`src/rtl/cpu_pkg.sv`:
```
// Shared CPU definitions: datapath widths, reset PC and the fetch FSM state encoding.
package cpu_pkg;

  localparam int N = 32;
  localparam int M = 16;
  localparam logic [M-1:0] RESET_PC = '0;

  typedef enum logic [1:0] {
    S_REQ  = 2'd0,
    S_WAIT = 2'd1,
    S_HOLD = 2'd2,
    S_HALT = 2'd3
  } fetch_state_t;

endpackage

```
`src/rtl/fetch_unit_if.sv`:
```
// Fetch-stage bus bundle: instruction-memory read port, decoder handshake and branch/halt feedback.
interface fetch_unit_if #(
  parameter int N = cpu_pkg::N,
  parameter int M = cpu_pkg::M
);

  logic         imem_req;
  logic [M-1:0] imem_addr;
  logic         imem_valid;
  logic [N-1:0] imem_rdata;
  logic [N-1:0] instr;
  logic         instr_valid;
  logic         instr_ready;
  logic [M-1:0] pc;
  logic         is_jz;
  logic         is_jg;
  logic         flag_zero;
  logic         flag_greater;
  logic [M-1:0] jump_target;
  logic         is_halted;
  logic         halted;

  // master is the fetch unit; slave is the memory/decoder side
  modport master (
    output imem_req, imem_addr, instr, instr_valid, pc, halted,
    input  imem_valid, imem_rdata, instr_ready, is_jz, is_jg,
           flag_zero, flag_greater, jump_target, is_halted
  );

  modport slave (
    input  imem_req, imem_addr, instr, instr_valid, pc, halted,
    output imem_valid, imem_rdata, instr_ready, is_jz, is_jg,
           flag_zero, flag_greater, jump_target, is_halted
  );

endinterface

```
`src/rtl/next_pc.sv`:
```
// Next-PC selection: conditional jz/jg branch resolution with modulo-2^M sequential increment.
module next_pc #(
  parameter int M = cpu_pkg::M
) (
  input  logic [M-1:0] i_pc,
  input  logic [M-1:0] i_jump_target,
  input  logic         i_is_jz,
  input  logic         i_is_jg,
  input  logic         i_flag_zero,
  input  logic         i_flag_greater,
  output logic [M-1:0] o_next_pc
);

  logic w_taken;

  // jz and jg share one target, so either condition alone is enough to take it
  always_comb begin
    w_taken   = (i_is_jz && i_flag_zero) || (i_is_jg && i_flag_greater);
    o_next_pc = w_taken ? i_jump_target : i_pc + 1'b1;
  end

endmodule

```
`src/rtl/fetch_unit.sv`:
```
// Instruction fetch stage: one outstanding word read, valid/ready hand-off to decode, branch and halt handling.
module fetch_unit #(
  parameter int           N        = cpu_pkg::N,
  parameter int           M        = cpu_pkg::M,
  parameter logic [M-1:0] RESET_PC = cpu_pkg::RESET_PC
) (
  input  logic         clk,
  input  logic         rst_n,
  fetch_unit_if.master bus
);

  import cpu_pkg::*;

  fetch_state_t r_state, w_state_nxt;
  logic [M-1:0] r_pc, w_pc_nxt;
  logic [M-1:0] r_addr, w_addr_nxt;
  logic [N-1:0] r_instr, w_instr_nxt;
  logic         r_req, w_req_nxt;
  logic         r_valid, w_valid_nxt;
  logic         r_halted, w_halted_nxt;
  logic [M-1:0] w_branch_pc;
  logic         w_handshake;

  next_pc #(.M(M)) u_next_pc (
    .i_pc           (r_pc),
    .i_jump_target  (bus.jump_target),
    .i_is_jz        (bus.is_jz),
    .i_is_jg        (bus.is_jg),
    .i_flag_zero    (bus.flag_zero),
    .i_flag_greater (bus.flag_greater),
    .o_next_pc      (w_branch_pc)
  );

  assign w_handshake = r_valid && bus.instr_ready;

  always_comb begin
    w_state_nxt  = r_state;
    w_pc_nxt     = r_pc;
    w_addr_nxt   = r_addr;
    w_instr_nxt  = r_instr;
    w_req_nxt    = 1'b0;
    w_valid_nxt  = r_valid;
    w_halted_nxt = r_halted;
    unique case (r_state)
      S_REQ: begin
        w_req_nxt   = 1'b1;
        w_addr_nxt  = r_pc;
        w_state_nxt = S_WAIT;
      end
      S_WAIT: begin
        if (bus.imem_valid) begin
          w_instr_nxt = bus.imem_rdata;
          w_valid_nxt = 1'b1;
          w_state_nxt = S_HOLD;
        end
      end
      S_HOLD: begin
        // halt wins over any branch decoded on the same instruction
        if (w_handshake) begin
          w_valid_nxt = 1'b0;
          if (bus.is_halted) begin
            w_halted_nxt = 1'b1;
            w_state_nxt  = S_HALT;
          end else begin
            w_pc_nxt    = w_branch_pc;
            w_state_nxt = S_REQ;
          end
        end
      end
      S_HALT: begin
        w_valid_nxt  = 1'b0;
        w_halted_nxt = 1'b1;
      end
      default: w_state_nxt = S_REQ;
    endcase
  end

  always_ff @(posedge clk or negedge rst_n) begin
    if (!rst_n) begin
      r_state  <= S_REQ;
      r_pc     <= RESET_PC;
      r_addr   <= '0;
      r_instr  <= '0;
      r_req    <= 1'b0;
      r_valid  <= 1'b0;
      r_halted <= 1'b0;
    end else begin
      r_state  <= w_state_nxt;
      r_pc     <= w_pc_nxt;
      r_addr   <= w_addr_nxt;
      r_instr  <= w_instr_nxt;
      r_req    <= w_req_nxt;
      r_valid  <= w_valid_nxt;
      r_halted <= w_halted_nxt;
    end
  end

  assign bus.imem_req    = r_req;
  assign bus.imem_addr   = r_addr;
  assign bus.instr       = r_instr;
  assign bus.instr_valid = r_valid;
  assign bus.pc          = r_pc;
  assign bus.halted      = r_halted;

endmodule

```
`src/flat_wrapper.sv`:
```
// flat-port wrapper written by rule: the top's interface ports become plain ports
module fetch_unit_flat import cpu_pkg::*;
#(
  parameter int           N        = cpu_pkg::N,
  parameter int           M        = cpu_pkg::M,
  parameter logic [M-1:0] RESET_PC = cpu_pkg::RESET_PC
)
  (clk, rst_n, bus_imem_req, bus_imem_addr, bus_instr, bus_instr_valid, bus_pc, bus_halted, bus_imem_valid, bus_imem_rdata, bus_instr_ready, bus_is_jz, bus_is_jg, bus_flag_zero, bus_flag_greater, bus_jump_target, bus_is_halted);
  fetch_unit_if #(.N(N), .M(M)) bus_i ();
  input  logic clk;
  input  logic rst_n;
  output wire logic [$bits(bus_i.imem_req)-1:0] bus_imem_req;
  output wire logic [$bits(bus_i.imem_addr)-1:0] bus_imem_addr;
  output wire logic [$bits(bus_i.instr)-1:0] bus_instr;
  output wire logic [$bits(bus_i.instr_valid)-1:0] bus_instr_valid;
  output wire logic [$bits(bus_i.pc)-1:0] bus_pc;
  output wire logic [$bits(bus_i.halted)-1:0] bus_halted;
  input wire logic [$bits(bus_i.imem_valid)-1:0] bus_imem_valid;
  input wire logic [$bits(bus_i.imem_rdata)-1:0] bus_imem_rdata;
  input wire logic [$bits(bus_i.instr_ready)-1:0] bus_instr_ready;
  input wire logic [$bits(bus_i.is_jz)-1:0] bus_is_jz;
  input wire logic [$bits(bus_i.is_jg)-1:0] bus_is_jg;
  input wire logic [$bits(bus_i.flag_zero)-1:0] bus_flag_zero;
  input wire logic [$bits(bus_i.flag_greater)-1:0] bus_flag_greater;
  input wire logic [$bits(bus_i.jump_target)-1:0] bus_jump_target;
  input wire logic [$bits(bus_i.is_halted)-1:0] bus_is_halted;
  assign bus_imem_req = bus_i.imem_req;
  assign bus_imem_addr = bus_i.imem_addr;
  assign bus_instr = bus_i.instr;
  assign bus_instr_valid = bus_i.instr_valid;
  assign bus_pc = bus_i.pc;
  assign bus_halted = bus_i.halted;
  assign bus_i.imem_valid = bus_imem_valid;
  assign bus_i.imem_rdata = bus_imem_rdata;
  assign bus_i.instr_ready = bus_instr_ready;
  assign bus_i.is_jz = bus_is_jz;
  assign bus_i.is_jg = bus_is_jg;
  assign bus_i.flag_zero = bus_flag_zero;
  assign bus_i.flag_greater = bus_flag_greater;
  assign bus_i.jump_target = bus_jump_target;
  assign bus_i.is_halted = bus_is_halted;
  fetch_unit #(.N(N), .M(M), .RESET_PC(RESET_PC)) u_core (.clk(clk), .rst_n(rst_n), .bus(bus_i));
endmodule
```
`config.mk`:
```
export PLATFORM = sky130hd
export DESIGN_NAME = fetch_unit_flat
export DESIGN_NICKNAME = d
export VERILOG_FILES = /design/src/rtl/cpu_pkg.sv /design/src/rtl/fetch_unit_if.sv /design/src/rtl/next_pc.sv /design/src/rtl/fetch_unit.sv /design/src/flat_wrapper.sv
export SDC_FILE = /design/constraint.sdc
export NUM_CORES = 1
export LEC_CHECK = 0
export ABC_AREA = 1
export CAP_MARGIN = 40
export CORE_AREA = 5 5 97 99
export DETAILED_ROUTE_END_ITERATION = 8
export DIE_AREA = 0 0 102 104
export GPL_TIMING_DRIVEN = 0
export PLACE_DENSITY = 0.87
export SLEW_MARGIN = 20
export SYNTH_ARGS = -nofsm -noshare
export SYNTH_HDL_FRONTEND = slang
export SYNTH_SLANG_ARGS = --single-unit
```
`constraint.sdc`:
```
create_clock -name clk -period 1.63 [get_ports clk]
set_input_delay 0.2445 -clock clk [delete_from_list [all_inputs] [get_ports clk]]
set_output_delay 0.2445 -clock clk [all_outputs]
set_load 0.02 [all_outputs]
```
==> reports/results.ini <==
[routing]
ant_nets = 0
first_iter_violations = 161
vias_per_cell = 4.856
wl_mm = 9.233
vias = 3035
met3_length_um = 706
routed.top_layer = met4
drcViolationCount = 0
wl_met1_mm = 3.645
wl_per_cell_um = 14.77
dr.pass1.iters = 4
wl_met2_mm = 4.666

[logic_synthesis]
synth_cell_types = 27
syn_area_um2 = 3299
synth_seq_cells = 69
synth-edff-count = 0
synthCells = 366
synth.area.top_cells = dfrtp_1, nand2_1, mux2_2
yosysWarnings = 0
synth_seq_area_share_pct = 52.33
ys_dominant_reg_cell = dfrtp_1
synth_top_area_share_pct = 52.33
synth_area_per_cell_um2 = 9.015
post-synth-top-area-cell = dfrtp_1
async_flop_share_pct = 100.0
synth_fp_nets = 429

[timing]
tightest_slew_ns = 0.4215
hold_viol = 0
period_share_pct = 99.59
max_freq_mhz = 616.0
worst_hold_slack_ns = 0.3866
rsz0062_at_grt = yes
skew_ns = 0.01294
slew_headroom_pct = 71.90
layout_min_cycle_time_ns = 1.623
finalSetupViolCount = 0
maxSlewViolCount = 0

[clocking]
cts_tree = yes
ctsHtreeMaxLevel = 3
numCtsBuffers = 9
clkTransAtPathRegs_ns = 0.07
cts_sinks = 69
worstSkewPairLatency_ns = 0.34
clk_path_buf_depth = 2
root_buffer = clkbuf_8

[layout]
diodes = 0
fin_nets = 575
final_common_cell = nand2_1
drive_gt1_share_pct = 21.08
area_delta_synth_final_pct = 55.63
final_cell_mix = nand2_1, clkdlybuf4s50_1, dfrtp_1
design_area_um2 = 5135

[floorplanning]
io_pins = 124
core-area_um2 = 8466
rows = 34
dieHeight_um = 104
fp.dieW_um = 102
die_area_um2 = 10610
start_util_pct = 38.97

[critical_path]
reg2reg_slack_ns = 0.007
cpPeakStageDelay_ns = 0.41
critPathMaxFanout = 5
crit_type = reg -> reg
crit_chain = inv_2 -> ha_4 -> inv_4 -> or2_4 -> nor3_4 -> buf_6 -> inv_4 -> buf_6 -> nand2_1 -> nand2_1
cp-start-kind = register
cp.required_ns = 1.87
reg2regPathDepth = 10
critPathSlowestCell = dfrtp_1
end_kind = register
timing.rr.start = u_core.r_state[0]$_DFFE_PN0P_
r2r-end = u_core.bus.pc[5]$_DFFE_PN0P_
arrival_ns = 1.86

[power_and_ir_drop]
clkPwrFrac_pct = 44.1
p_sw_share_pct = 21.89
seqPwrFrac_pct = 46.4
netSwitchingPower_uw = 835.0
powerDensity_nw_per_um2 = 743.0
p_leak_uw = 0.002611
p_int_uw = 2980
max-vdd-ir-drop_uv = 451.7
fin_total_pwr_uw = 3815
combPwrFrac_pct = 9.5

[placed_design]
place_area_um2 = 4683
dp_hpwl_mm = 6.698
port_buffers = 123
place_congestion = 0.8876

[global_route]
grt_pass1_wl_mm = 14.81
grt_usage_pct = 17.58
grt_pass1_vias = 3072
grt_max_degree = 38
antenna_found_initial = 0
overflow = 0

[hold_path]
hp-class = in -> async

[run_status]
status = finished, final reports clean

[flow_run]
cap_violations = 0

## critical path, delay by kind of cell (launching register included)
family / cells / cell delay (ns)
AND/OR/NAND/NOR: 4 / 0.48
buffers and inverters: 5 / 0.47
adder cells (fa/ha/maj): 1 / 0.15
flip-flops: 1 / 0.41
## synthesized netlist by cell type, types with 2 or more instances
master	n
o21ai_0	23
xor2_1	5
a31oi_1	2
ha_1	6
a21oi_1	2
inv_1	49
dfrtp_1	69
mux2_2	32
nand2_1	119
nand4_1	3
clkbuf_1	2
nor2_1	17
buf_2	6
nand3_1	18
## kinds of logic (layout without fill, tap and decap cells)
| logic type | after synthesis | in the layout | synth area share (%) |
|---|---|---|---|
| flops | 69 | 69 | 52.33 |
| simple gates | 163 | 163 | 20.29 |
| buf+inv | 60 | 211 | 7.395 |
| mux | 32 | 32 | 10.92 |
| fa+ha+maj | 6 | 6 | 2.275 |
| compound gates | 30 | 30 | 5.195 |
| xor+xnor | 6 | 6 | 1.593 |
## through the flow
stage / util, % / cells / worst slack (ns) / TNS (ns)
final: 60.66 / 625 / 0.006659 / 0
after global routing: 60.66 / 625 / -0.06221 / -0.4299
after CTS: 59.87 / 624 / -0.02812 / -0.1394
after detailed placement: 55.32 / 598 / -0.1869 / -5.134
after global placement: 55.11 / 597 / -1.872 / -131.41
after floorplan: - / 366 / 0.06646 / 0
## worst max path at each step
stage,cells past startpoint,slack (ns),end,from
final,10,0.007,u_core.bus.pc[5]$_DFFE_PN0P_,u_core.r_state[0]$_DFFE_PN0P_
after global routing,9,-0.06,u_core.bus.pc[1]$_DFFE_PN0P_,u_core.r_state[0]$_DFFE_PN0P_
after CTS,10,-0.03,u_core.bus.pc[6]$_DFFE_PN0P_,u_core.r_state[0]$_DFFE_PN0P_
after detailed placement,9,-0.19,u_core.bus.pc[6]$_DFFE_PN0P_,u_core.r_state[0]$_DFFE_PN0P_
after global placement,1,-1.87,u_core.bus.halted$_DFFE_PN0P_,rst_n
after floorplan,9,0.07,u_core.bus.pc[12]$_DFFE_PN0P_,u_core.r_state[0]$_DFFE_PN0P_
## final cells by class
| class | count | area (um^2) |
|---|---|---|
| flip-flops and latches | 69 | 1729 |
| repair buffers | 135 | 1338 |
| clock inverters | 4 | 95.09 |
| well taps | 108 | 135.1 |
| inverters | 50 | 195.2 |
| fillers | 698 | 3331 |
| clock buffers | 12 | 145.1 |
| multi-input cells | 237 | 1406 |
| plain buffers | 10 | 91.34 |
## flip-flops by register name (all words and copies together) (netlist names)
name,count
u_core.bus.imem_req,1
u_core.bus.instr_valid,1
u_core.bus.pc,16
u_core.bus.instr,32
u_core.r_state,2
u_core.bus.imem_addr,16
u_core.bus.halted,1
## power by group through the flow
| stage | sequential [uW] | combinational, uW | clock (uW) |
|---|---|---|---|
| 2_1_floorplan | 1820 | 99.4 | 0 |
| 3_3_place_gp | 1800 | 355 | 0 |
| 3_5_place_dp | 1800 | 366 | 0 |
| 4_1_cts | 1770 | 361 | 1710 |
| 5_1_grt | 1770 | 400 | 1770 |
| 6_report | 1770 | 361 | 1680 |
## layer usage
layer | GRT usage, % | vias to the layer above
met5 | 0 | -
met4 | 7.966 | 0
met3 | 3.555 | 17
met2 | 30.13 | 135
met1 | 20.79 | 1437
li1 | - | 1446
## timing repair
action | CTS | global route
endpoints found under the setup margin | 78 | 67
hold buffers | 1 | 0
cloned | 2 | 0
resized for setup | 54 | 30
pin swaps | 7 | 11
setup buffers | 7 | 1
endpoints found under the hold margin | 32 | 0
Note: power is estimated with default switching activity, not from simulation.
